`config.mk`:
```
export PLATFORM = sky130hd
export DESIGN_NAME = spi_rx
export DESIGN_NICKNAME = d
export VERILOG_FILES = /design/src/rtl/spi_rx.sv
export SDC_FILE = /design/constraint.sdc
export NUM_CORES = 1
export LEC_CHECK = 0
export CORE_MARGIN = 8
export CORE_UTILIZATION = 55
export CTS_CLUSTER_SIZE = 12
export DETAILED_ROUTE_END_ITERATION = 6
export PLACE_DENSITY = 0.9
export SLEW_MARGIN = 20
export SYNTH_ARGS = -nofsm -noshare
export SYNTH_HDL_FRONTEND = slang
export SYNTH_SLANG_ARGS = --single-unit
```
`constraint.sdc`:
```
create_clock -name clk_in -period 1.8 [get_ports clk_in]
set_input_delay 0.36 -clock clk_in [delete_from_list [all_inputs] [get_ports clk_in]]
set_output_delay 0.36 -clock clk_in [all_outputs]
set_load 0.02 [all_outputs]
```
`src/rtl/spi_rx.sv`:
```
// spi_rx: SPI peripheral-side receiver (MSB first, sample on data_clk rise,
// active-low sel). Synchronises the three SPI pins into clk_in and shifts in
// DATA_WIDTH-bit words.
//
// Ports:
//   clk_in          system clock, rising edge
//   rst_in          synchronous active-low reset
//   data_in         serial data pin (async)
//   data_clk_in     SPI clock pin (async)
//   sel_in          chip select pin (async, active-low)
//   data_out        last completed word, MSB = first bit received
//   data_valid_out  one-cycle strobe, data_out is new this cycle
//   busy_out        high while a frame is active
//   frame_error_out one-cycle strobe, sel rose with a partial word pending
module spi_rx #(
  parameter int unsigned DATA_WIDTH  = 8,
  parameter int unsigned SYNC_STAGES = 2
) (
  input  logic                  clk_in,
  input  logic                  rst_in,
  input  logic                  data_in,
  input  logic                  data_clk_in,
  input  logic                  sel_in,
  output logic [DATA_WIDTH-1:0] data_out,
  output logic                  data_valid_out,
  output logic                  busy_out,
  output logic                  frame_error_out
);

  localparam int unsigned CNT_W = $clog2(DATA_WIDTH);
  localparam logic [CNT_W-1:0] LAST_BIT = CNT_W'(DATA_WIDTH - 1);

  typedef enum logic {
    ST_IDLE   = 1'b0,
    ST_ACTIVE = 1'b1
  } state_e;

  state_e                  state_q, state_d;
  logic [SYNC_STAGES-1:0]  sclk_sync_q, sel_sync_q, din_sync_q;
  logic                    sclk_prev_q, sel_prev_q;
  logic [DATA_WIDTH-1:0]   shift_q, shift_d;
  logic [CNT_W-1:0]        cnt_q, cnt_d;
  logic [DATA_WIDTH-1:0]   data_q, data_d;
  logic                    valid_q, valid_d;
  logic                    busy_q, busy_d;
  logic                    ferr_q, ferr_d;

  logic sclk_s, sel_s, din_s;
  logic sclk_rise, sel_fall, sel_rise;

  assign sclk_s = sclk_sync_q[SYNC_STAGES-1];
  assign sel_s  = sel_sync_q[SYNC_STAGES-1];
  assign din_s  = din_sync_q[SYNC_STAGES-1];

  assign sclk_rise = sclk_s & ~sclk_prev_q;
  assign sel_fall  = ~sel_s & sel_prev_q;
  assign sel_rise  = sel_s & ~sel_prev_q;

  // Synchronisers, edge history and all state; reset drives everything idle.
  always_ff @(posedge clk_in) begin
    if (!rst_in) begin
      sclk_sync_q <= '0;
      sel_sync_q  <= '1;
      din_sync_q  <= '0;
      sclk_prev_q <= 1'b0;
      sel_prev_q  <= 1'b1;
      state_q     <= ST_IDLE;
      shift_q     <= '0;
      cnt_q       <= '0;
      data_q      <= '0;
      valid_q     <= 1'b0;
      busy_q      <= 1'b0;
      ferr_q      <= 1'b0;
    end else begin
      sclk_sync_q <= {sclk_sync_q[SYNC_STAGES-2:0], data_clk_in};
      sel_sync_q  <= {sel_sync_q[SYNC_STAGES-2:0], sel_in};
      din_sync_q  <= {din_sync_q[SYNC_STAGES-2:0], data_in};
      sclk_prev_q <= sclk_s;
      sel_prev_q  <= sel_s;
      state_q     <= state_d;
      shift_q     <= shift_d;
      cnt_q       <= cnt_d;
      data_q      <= data_d;
      valid_q     <= valid_d;
      busy_q      <= busy_d;
      ferr_q      <= ferr_d;
    end
  end

  // Frame FSM and shift datapath. sel edges take priority over a coincident
  // sclk rise, so that rise is dropped on frame entry and exit.
  always_comb begin
    state_d = state_q;
    shift_d = shift_q;
    cnt_d   = cnt_q;
    data_d  = data_q;
    valid_d = 1'b0;
    busy_d  = busy_q;
    ferr_d  = 1'b0;
    case (state_q)
      ST_IDLE: begin
        if (sel_fall) begin
          state_d = ST_ACTIVE;
          cnt_d   = '0;
          busy_d  = 1'b1;
        end
      end
      ST_ACTIVE: begin
        if (sel_rise) begin
          state_d = ST_IDLE;
          busy_d  = 1'b0;
          ferr_d  = (cnt_q != '0);
          cnt_d   = '0;
        end else if (sclk_rise) begin
          shift_d = {shift_q[DATA_WIDTH-2:0], din_s};
          if (cnt_q == LAST_BIT) begin
            data_d  = {shift_q[DATA_WIDTH-2:0], din_s};
            valid_d = 1'b1;
            cnt_d   = '0;
          end else begin
            cnt_d = cnt_q + CNT_W'(1);
          end
        end
      end
      default: state_d = ST_IDLE;
    endcase
  end

  assign data_out        = data_q;
  assign data_valid_out  = valid_q;
  assign busy_out        = busy_q;
  assign frame_error_out = ferr_q;

endmodule

```
==> impl_metrics.yaml <==
cells_and_area:
  nFillCells: 162
  n_antenna_cell: 0
  drive_above_1_share_pct: 11.0
  stdcell_count: 154
  finalNetCount: 134
  area_growth_pct: 20.8
clock_tree:
  ctsHoldBuffers: 0
  root_buffer: "clkbuf_4"
  cts_buffers: 5
  cts_sinks: 30
  clockBufferDepth: 2
  cts_tree: "built"
  cts-htree-levels: 2
  clock_latency_ns: 0.31
  cts_setup_buffers: 0
  ctsResizeCount: 0
  clk_pin_slew_worst_paths_ns: 0.09
grt:
  grt_overflow: 0
  grt_max_degree: 23
  grtUsageTotal_pct: 12.4
  grt_pass1_vias: 770
  antenna_found_initial: 0
  grt_pass1_wl_mm: 3.33
drt:
  highest_layer: "met4"
  dr_total_vias: 757
  viasPerCell: 4.92
  drc: 0
  wl_mm: 1.97
  antenna_left: 0
  wl_met1_um: 893
  drt_first_pass_iters: 4
  wl_met2_um: 975
  wl_per_cell_um: 12.8
  drt_iter0_drc: 18
  met3_length_um: 80
sta:
  max_slew.worst_pin.slew_ns: 0.404
  whs_ns: 0.421
  max_freq_ghz: 0.607
  min_period_ns: 1.65
  rsz0062_at_grt: "no"
  hold_viol: 0
  period_share_pct: 91.6
  slew_headroom_pct: 73.0
  skew_ns: 0.00516
  maxSlewViolCount: 0
  finalSetupTns_ns: 0
  setup_viol: 0
  worst_slack_ns: 0.152
logic_synthesis:
  synth_nets: 117
  synth_edf_count: 0
  ys_warn_count: 0
  synthesis.area_sq_um: 1130
  ys_ff_latch: 30
  avgSynthCellArea_sq_um: 10.4
  synthArstFlopShare_pct: 0
  synth_flop_cell: "dfxtp_1"
  synth_cells: 109
  ys_types: 25
  yosysSeqAreaShare_pct: 52.9
floorplanning:
  die_w_um: 61.4
  die_height_um: 61.4
  rows: 16
  dieArea_sq_um: 3770
  coreArea_sq_um: 1960
  start_util_pct: 57.8
  num_io_pins: 16
place:
  post-place-ws_ns: 0.189
  dp_hpwl_mm: 1.42
  portBuffers: 15
  placed_cells: 146
  place_congestion: 0.779
worst_setup_path:
  cp-start-kind: "register"
  crit_fanout: 2
  crit_family: "buffers and inverters"
  cp_slowest_stage_delay_ns: 0.62
  cp_cell_sequence: "clkdlybuf4s50_1"
  cpMaxStageDelayCell: "clkdlybuf4s50_1"
  critPathBufInv: 1
  cp.required_ns: 1.44
  arrival_ns: 1.29
  path_class: "reg -> out"
  setup.worst_path.end_class: "output port"
power:
  powerDensity_nw_per_um2: 887
  cellLeakagePower_nw: 0.609
  vdd_drop_max_v: 0.000571
  power.total_mw: 1.22
status:
  status: "finished, final reports clean"
job:
  drv_cap: 0
min_path:
  hold_class: "reg -> reg"
synthesized netlist by cell type, types with 2 or more instances:
| cell | number | area (sq um) |
|---|---|---|
| inv_1 | 6 | 22.5 |
| clkbuf_1 | 2 | 7.51 |
| buf_6 | 3 | 33.8 |
| and2_1 | 5 | 31.3 |
| a21oi_1 | 2 | 10.0 |
| o22ai_1 | 3 | 18.8 |
| nand3_1 | 3 | 15.0 |
| dfxtp_1 | 30 | 601 |
| nand2b_1 | 5 | 31.3 |
| ha_1 | 3 | 37.5 |
| nand2_1 | 19 | 71.3 |
| mux2i_1 | 15 | 150 |
sequential cells by signal (all words and copies together), names as in the netlist:
signal,cells
data_out,8
frame_error_out,1
cnt_q,3
sel_prev_q,1
state_q,1
din_sync_q,2
sel_sync_q,2
sclk_sync_q,2
busy_out,1
data_valid_out,1
sclk_prev_q,1
shift_q,7
stage by stage:
step                      cell area (sq um)  util [%]
after detailed placement               1290      65.9
after global routing                   1370      69.9
final                                  1370      69.9
after global placement                 1290      65.9
after CTS                              1370      69.9
after floorplan                        1130         -
final timing paths:
path / from / endpoint / slack (ns) / depth (start not counted)
setup / recovery: data_out[1] / data_out[1] / 0.15 / 1
hold / removal: sel_sync_q[0] / sel_sync_q[1] / 0.42 / 1
setup reg to reg: cnt_q[0] / data_out[2] / 0.34 / 4
hold reg to reg: sel_sync_q[0] / sel_sync_q[1] / 0.42 / 1
per-layer routing:
layer | track usage [%] | vias to the layer above
met2 | 20.4 | 12
met4 | 5.84 | 0
met1 | 12.5 | 349
met3 | 6.68 | 2
li1 | - | 394
met5 | 0 | -
layout by cell type (no fill, tap or decap), drive strengths merged:
cell type      count
or3b               1
nor2               1
buf                1
clkbuf             8
a21boi             1
ha                 3
nor3               1
nand3              4
nand2b             5
nand2             19
or2b               1
dfxtp             30
a21oi              2
mux2i             15
nand4              2
and2b              1
o22ai              3
a21o               1
clkdlybuf4s50     15
and2               5
nor2b              1
inv                6
or2                1
where the power goes:
part | internal, mW | switching (mW) | total (mW)
Combinational | 0.0294 | 0.0262 | 0.0556
Sequential | 0.675 | 0.00816 | 0.683
Clock | 0.267 | 0.211 | 0.478
kinds of logic (layout without fill, tap and decap cells):
family	count (synthesis)	count (layout)	synth area share, %
and+or+nand+nor	42	42	20.6
AOI/OAI and AO/OA	7	7	3.86
buffers and inverters	12	30	6.06
muxes	15	15	13.2
adders and majority gates	3	3	3.31
DFF	30	30	52.9
area by class of cell:
| cell class | count | area (sq um) | share of cell area (%) |
|---|---|---|---|
| multi-input cells | 67 | 465 | 33.9 |
| repair buffers | 16 | 170 | 12.4 |
| inverters | 6 | 22.5 | 1.64 |
| clock buffers | 8 | 78.8 | 5.75 |
| well taps | 27 | 33.8 | 2.46 |
| flip-flops and latches | 30 | 601 | 43.8 |
(Power assumes the default switching activity.)
